===== config.mk =====
export PLATFORM = sky130hd
export DESIGN_NAME = branch_offset_narrower
export DESIGN_NICKNAME = d
export VERILOG_FILES = /design/src/rtl/kgp_risc_pkg.sv /design/src/rtl/offset_range_check.sv /design/src/rtl/branch_offset_narrower.sv
export SDC_FILE = /design/constraint.sdc
export NUM_CORES = 1
export LEC_CHECK = 0
export ABC_AREA = 1
export BUFFER_PORTS_ARGS = -buffer_cell sky130_fd_sc_hd__buf_2
export CAP_MARGIN = 20
export CORE_MARGIN = 2
export CORE_UTILIZATION = 23
export CTS_BUF_LIST = sky130_fd_sc_hd__clkbuf_4 sky130_fd_sc_hd__clkbuf_8
export DETAILED_ROUTE_END_ITERATION = 12
export HOLD_SLACK_MARGIN = 0.03
export PLACE_DENSITY = 0.36
export SYNTH_ARGS = -nofsm -noshare
export SYNTH_HDL_FRONTEND = slang
export SYNTH_SLANG_ARGS = --single-unit

===== constraint.sdc =====
create_clock -name clk -period 2.35 [get_ports clk]
set_clock_uncertainty 0.2 [all_clocks]
set_input_delay 0.1175 -clock clk [delete_from_list [all_inputs] [get_ports clk]]
set_output_delay 0.1175 -clock clk [all_outputs]
set_load 0.01 [all_outputs]

===== src/rtl/kgp_risc_pkg.sv =====
// Shared KGP-RISC instruction-format constants: field widths, jump opcodes
// and the signed limits of the 26-bit jump offset field.
package kgp_risc_pkg;

  localparam int ADDR_W = 32;
  localparam int OFF_W  = 26;
  localparam int OPC_W  = 6;
  localparam int CNT_W  = 16;

  localparam logic [OPC_W-1:0] OPC_J    = 6'h02;
  localparam logic [OPC_W-1:0] OPC_JAL  = 6'h03;
  localparam logic [OPC_W-1:0] OPC_BCOND = 6'h04;

  // Largest positive and most negative values representable in the offset field
  localparam logic [OFF_W-1:0] OFFSET_MAX = {1'b0, {(OFF_W-1){1'b1}}};
  localparam logic [OFF_W-1:0] OFFSET_MIN = {1'b1, {(OFF_W-1){1'b0}}};

endpackage


===== src/rtl/offset_range_check.sv =====
// Combinational range check of a 32-bit jump distance against the signed
// offset field. Build with OFFSET_SAT_EN to clamp out-of-range offsets.
module offset_range_check
  import kgp_risc_pkg::*;
(
  input  logic [ADDR_W-1:0] diff,
  output logic              fit,
  output logic [OFF_W-1:0]  sat_offset
);

  logic [ADDR_W-OFF_W:0] upper;

  // The offset fits when every bit above the field's sign bit matches it
  always_comb begin
    upper      = diff[ADDR_W-1:OFF_W-1];
    fit        = (upper == '0) || (upper == '1);
    sat_offset = diff[OFF_W-1:0];
`ifdef OFFSET_SAT_EN
    if (!fit) begin
      sat_offset = diff[ADDR_W-1] ? OFFSET_MIN : OFFSET_MAX;
    end
`endif
  end

endmodule


===== src/rtl/branch_offset_narrower.sv =====
// Two-stage valid/ready pipeline packing {opcode, target-pc} into a KGP-RISC
// jump word with range-error flag and saturating error counter (OFFSET_SAT_EN).
module branch_offset_narrower
  import kgp_risc_pkg::*;
#(
  parameter int ADDR_W = kgp_risc_pkg::ADDR_W,
  parameter int OFF_W  = kgp_risc_pkg::OFF_W,
  parameter int OPC_W  = kgp_risc_pkg::OPC_W,
  parameter int CNT_W  = kgp_risc_pkg::CNT_W
) (
  input  logic              clk,
  input  logic              rst,
  input  logic              in_valid,
  output logic              in_ready,
  input  logic [ADDR_W-1:0] in_pc,
  input  logic [ADDR_W-1:0] in_target,
  input  logic [OPC_W-1:0]  in_opcode,
  output logic              out_valid,
  input  logic              out_ready,
  output logic [ADDR_W-1:0] out_instr,
  output logic              out_range_err,
  output logic [CNT_W-1:0]  err_count
);

  logic              s1_valid_q, s1_valid_d;
  logic [ADDR_W-1:0] s1_diff_q, s1_diff_d;
  logic [OPC_W-1:0]  s1_opc_q, s1_opc_d;

  logic              s2_valid_q, s2_valid_d;
  logic [ADDR_W-1:0] out_instr_q, out_instr_d;
  logic              out_err_q, out_err_d;
  logic [CNT_W-1:0]  err_count_q, err_count_d;

  logic              s2_adv;
  logic              in_fire;
  logic              out_fire;
  logic              fit;
  logic [OFF_W-1:0]  sat_offset;

  offset_range_check u_range_check (
    .diff       (s1_diff_q),
    .fit        (fit),
    .sat_offset (sat_offset)
  );

  always_comb begin
    s2_adv   = s1_valid_q && (!s2_valid_q || out_ready);
    in_ready = !s1_valid_q || s2_adv;
    in_fire  = in_valid && in_ready;
    out_fire = s2_valid_q && out_ready;
  end

  // Stage 1 captures the wrapping distance; it holds while S2 is stalled
  always_comb begin
    s1_valid_d = s1_valid_q;
    s1_diff_d  = s1_diff_q;
    s1_opc_d   = s1_opc_q;
    if (in_fire) begin
      s1_valid_d = 1'b1;
      s1_diff_d  = in_target - in_pc;
      s1_opc_d   = in_opcode;
    end else if (s2_adv) begin
      s1_valid_d = 1'b0;
    end
  end

  always_comb begin
    s2_valid_d  = s2_valid_q;
    out_instr_d = out_instr_q;
    out_err_d   = out_err_q;
    if (s2_adv) begin
      s2_valid_d  = 1'b1;
      out_instr_d = {s1_opc_q, sat_offset};
      out_err_d   = !fit;
    end else if (out_ready) begin
      s2_valid_d  = 1'b0;
    end
  end

  always_comb begin
    err_count_d = err_count_q;
    if (out_fire && out_err_q && (err_count_q != '1)) begin
      err_count_d = err_count_q + 1'b1;
    end
  end

  always_ff @(posedge clk) begin
    if (rst) begin
      s1_valid_q  <= 1'b0;
      s1_diff_q   <= '0;
      s1_opc_q    <= '0;
      s2_valid_q  <= 1'b0;
      out_instr_q <= '0;
      out_err_q   <= 1'b0;
      err_count_q <= '0;
    end else begin
      s1_valid_q  <= s1_valid_d;
      s1_diff_q   <= s1_diff_d;
      s1_opc_q    <= s1_opc_d;
      s2_valid_q  <= s2_valid_d;
      out_instr_q <= out_instr_d;
      out_err_q   <= out_err_d;
      err_count_q <= err_count_d;
    end
  end

  assign out_valid     = s2_valid_q;
  assign out_instr     = out_instr_q;
  assign out_range_err = out_err_q;
  assign err_count     = err_count_q;

endmodule


* Word level (Yosys, flattened, before mapping)
Cells that the tools add are included.
** Operators by class
- Add/subtract/negate cells :: 2
- Multipliers :: 0
- Divide/modulo/power cells :: 0
- $lt $le $gt $ge :: 0
- Eq/ne operators :: 2
- Shifts and indexed selects :: 0
- Muxes and demuxes :: 4
- Bitwise logic cells :: 0
- Reduce and logical (&&, ||, !) cells :: 14
** Operators by type and width (number)
- $sub 32x32->32 :: 1
- $add 16x1->16 const B :: 1
- $ne 16x16->1 const B :: 1
- $eq 7x7->1 const B :: 1
- $logic_not 7->1 :: 1
- $logic_and 1x1->1 :: 5
- $mux 1 :: 4
- $reduce_bool 2->1 :: 2
- $logic_not 1->1 :: 3
- $logic_or 1x1->1 :: 3
** Storage, ports and cells
- Bits in registers :: 89
- Latch bits :: 0
- RAM bits :: 0
- Memory bits (read-only) :: 0
- Input port bits :: 74
- Output and inout bits :: 51
- Logic and storage cells :: 29
- Memories kept :: 0

* Logic depth before layout (Yosys ltp)
- Depth after elaboration :: 6
- Gate-level depth with buffers :: 16
- Depth with buffers taken out :: 16

* Modules after synthesis
From an unflattened synthesis, not the netlist that was laid out.
** Unflattened totals
- Cell total of the unflattened synthesis :: 1036
- Area total of the unflattened synthesis :: 6221.0 µm²
** Modules (own cells, without submodules)
- branch_offset_narrower :: times used 1, cells an instance 997, area each 5975.7 µm², sequential area each 1781.7 µm²
- offset_range_check :: times used 1, cells an instance 39, area each 245.2 µm², sequential area each 0.0 µm²

* Least setup slack after synthesis
No wires, ideal clock.
- Path kind :: input to register
- From :: input port in_target[0]
- To :: register s1_diff_q[28]
- Setup time :: 0.117 ns
- Arrival :: 1.478 ns
- Data required time :: 2.033 ns
- Path slack :: 0.555 ns
- Stages :: 13
- Buffers on the path :: 0
- Path through :: inv_1 -> ha_1 -> fa_1 -> inv_1 -> nand3_1 -> nand3_1 -> nand3_1 -> nand3_1 -> nand2_1 -> nand3_1 -> nand2_1 -> nor2_1 -> nor2_1
** On the way
- Cells in the longest elaborated chain, start to end :: 1
** Ends and longest elaborated chain
- from (decl) :: line branch_offset_narrower.sv:16 : input logic [ADDR_W-1:0] in_target,
- $sub 32x32->32 :: line branch_offset_narrower.sv:60 : s1_diff_d = in_target - in_pc;
- to (signal assigned) :: line branch_offset_narrower.sv:98 : s1_diff_q <= s1_diff_d;
- to (decl) :: line branch_offset_narrower.sv:26 : logic [ADDR_W-1:0] s1_diff_q, s1_diff_d;
Every way passes these cells.
A chain may end at the register's enable or synchronous reset.

* Worst setup path in the final report
- From :: input port in_pc[0]
- To :: register s1_diff_q[14]
** On the way
- Cells in the longest elaborated chain, start to end :: 1
** Ends and longest elaborated chain
- from (decl) :: line branch_offset_narrower.sv:15 : input logic [ADDR_W-1:0] in_pc,
- $sub 32x32->32 :: line branch_offset_narrower.sv:60
Every way passes these cells.

==> impl_metrics.yaml <==
power:
  ir_drop_mv: 0.202
  pwr_density_cell_nw_per_um2: 534
  finalPower_mw: 3.92
  p_leak_nw: 4.10
run_status:
  outcome: "finished, final reports clean"
placement:
  hpwl_mm: 14.9
  pre_cts_ws_ns: 0.211
  post_dp_cell_area_um2: 6980
  routabilityCongestion: 0.814
  io_buffer_count: 124
cells_and_area:
  layout-drive-gt1-share: 0.159
  postLayoutCellArea_um2: 7340
  num-nets-final: 1223
  area_delta_synth_final_pct: 23.1
  antennaDiodeCount: 0
timing:
  fin_tns_setup_ns: 0
  fmax_ghz: 0.449
  worst_pin_slew_ns: 0.492
  slew_violations: 0
  relSlewSlack: 0.672
  holdWs_ns: 0.0464
  setup_ws_ns: 0.125
  rsz0062_at_grt: "false"
  min_period_over_period: 0.947
  hold_viol_final: 0
  finalCriticalPeriod_ns: 2.22
  finalSetupViolations: 0
logic_synthesis:
  synth_area_leaders: "dfxtp_1 30%, nand2_1 16%, inv_1 13%, a21oi_1 7.0%, ha_1 6.7%"
  synth-seq-cells: 89
  synth_edf_count: 0
  synthArstFlopShare: 0
  yosys-top-cells-count: "259 x nand2_1, 211 x inv_1, 98 x nor2_1, 89 x dfxtp_1, 83 x a21oi_1"
  synth_fp_nets: 1090
  ys_seq_area_frac: 0.299
  avgSynthCellArea_um2: 6.07
  yosysWarnings: 0
  syn-cell-area_um2: 5960
  synth_top_area_cell: "dfxtp_1"
  yosysMostFrequentCell: "nand2_1"
  ys_types: 35
  ys.flop_type: "dfxtp_1"
  synth_top_area_share: 0.299
  synthCells: 983
critical_path:
  path_class: "in -> reg"
  cp_max_fo: 3
  worstSetupStartpointType: "input port"
  ff2ff_path_depth: 9
  crit_arrival_ns: 2.35
  reg2reg_to: "err_count[7]$_SDFFE_PP0P_"
  worst_r2r_startpoint: "err_count[0]$_SDFFE_PP0P_"
  cp-endpoint: "s1_diff_q[14]$_SDFFE_PP0P_"
  endpoint_kind: "flip-flop"
  r2r_slack_ns: 0.46
  worstPathRequired_ns: 2.47
  crit_start: "in_pc[0]"
global_routing:
  grt_pass1_vias: 5748
  antenna_found_initial: 0
  grt_max_degree: 57
  track_usage: 0.141
  grt_overflow: 0
  grt_pass1_wl_mm: 29.8
clocking:
  cts_buffer_depth: 2
  cts.sinks: 89
  clk_pin_slew_ns: 0.09
  post_cts_buffers: 0
  cts_buffers: 9
  h-tree-depth: 3
  tritoncts: "yes"
  clkLatencyLatePin_ns: 0.38
  root_buffer: "clkbuf_8"
floorplanning:
  row_count: 58
  io_pins: 125
  start_util: 0.236
  core_area_um2: 25300
  die_area_um2: 27200
  die_h_um: 165
  die_w_um: 165
routing:
  wl_mm: 18.6
  wl_per_cell_um: 12.8
  avgViaCountPerCell: 4.09
  vias: 5931
  drtIter0Drc: 251
  drc: 0
  dr.pass1.iters: 5
  detail-route-antenna-nets: 0
run:
  max_cap_violations: 0
hold_path:
  hold_class: "in -> reg"
==> per-layer routing <==
metal | up-vias | routed length (um) | GRT usage
li1 | 3280 | - | -
met1 | 2537 | 9860 | 0.204
met2 | 102 | 7840 | 0.220
met3 | 12 | 708 | 0.0191
met4 | 0 | 199 | 0.0348
met5 | - | 0 | 0
==> final cells by class <==
class / instances / area [um^2]
Timing Repair Buffer: 146 / 831
Fill cell: 2926 / 18000
Multi-Input combinational cell: 656 / 3290
Inverter: 214 / 803
Clock buffer: 11 / 145
Tap cell: 330 / 413
Clock inverter: 5 / 78.8
Sequential cell: 89 / 1780
==> registers in the layout, indices dropped and copies added, names as in the netlist <==
name / flops
err_count: 16
s1_valid_q: 1
s1_opc_q: 6
out_instr: 32
out_valid: 1
out_range_err: 1
s1_diff_q: 32
==> critical path: stages <==
cell and delay, ns:
dlygate4sd3_1 0.52, buf_2 0.12, ha_1 0.22, fa_1 0.41, inv_1 0.12, nand2_1 0.08
nand3_2 0.09, nand2_1 0.07, nand2_2 0.14, xor2_1 0.29, o21ai_0 0.12, inv_1 0.06
==> worst min path at each step <==
stage                                 endpoint    startpoint  cells after the start  slack, ns
global route        s1_diff_q[31]$_SDFFE_PP0P_     in_pc[31]                      7       0.08
CTS                 s1_diff_q[31]$_SDFFE_PP0P_     in_pc[31]                      7       0.03
finish              s1_diff_q[31]$_SDFFE_PP0P_     in_pc[31]                      7       0.05
floorplan             s1_opc_q[0]$_SDFFE_PP0P_  in_opcode[0]                      2       0.08
global placement      s1_opc_q[1]$_SDFFE_PP0P_  in_opcode[1]                      3       0.19
detailed placement    s1_opc_q[1]$_SDFFE_PP0P_  in_opcode[1]                      3       0.19
==> cells by family after synthesis <==
| group | share of synthesized area |
|---|---|
| AOI/OAI and AO/OA | 0.135 |
| xor gates and xnor gates | 0.0294 |
| adders and majority gates | 0.0705 |
| buffers and inverters | 0.152 |
| DFF | 0.299 |
| and+or+nand+nor | 0.314 |
==> cell usage in the layout, fill, tap and decap left out, types with 2 or more instances in the layout <==
cell type and count:
inv_2 2, nand2_1 259, clkinv_2 2, o21bai_1 3, xnor2_1 4, o21ai_0 62
nand4_1 8, nor3_4 2, nor3_1 6, dlygate4sd3_1 13, xor2_1 16, nand3_2 4
buf_4 8, clkbuf_8 10, bufinv_16 2, nor2_2 5, ha_1 32, o21ai_1 3
nor2_1 98, inv_1 211, nand3_1 47, nand2_2 12, a21oi_1 83, nor3_2 2
dfxtp_1 89, buf_2 124
==> stage by stage <==
stage | instances | utilization
6_report | 1451 | 0.290
5_1_grt | 1451 | 0.290
4_1_cts | 1451 | 0.289
3_5_place_dp | 1422 | 0.275
3_3_place_gp | 1422 | 0.275
2_1_floorplan | 983 | -
==> report_power, final <==
group | internal (mW) | switching [mW] | total (mW)
registers | 1.61 | 0.0457 | 1.66
logic | 0.379 | 0.665 | 1.04
clock network | 0.639 | 0.579 | 1.22
total | 2.63 | 1.29 | 3.92
==> what timing repair did <==
action / 4_1_cts / 5_1_grt
hold endpoints to repair: 11 / 0
setup endpoints to repair: 0 / 5
gates resized for setup: 0 / 2
hold buffers: 13 / 0
Power figures use the tool's default switching activity.
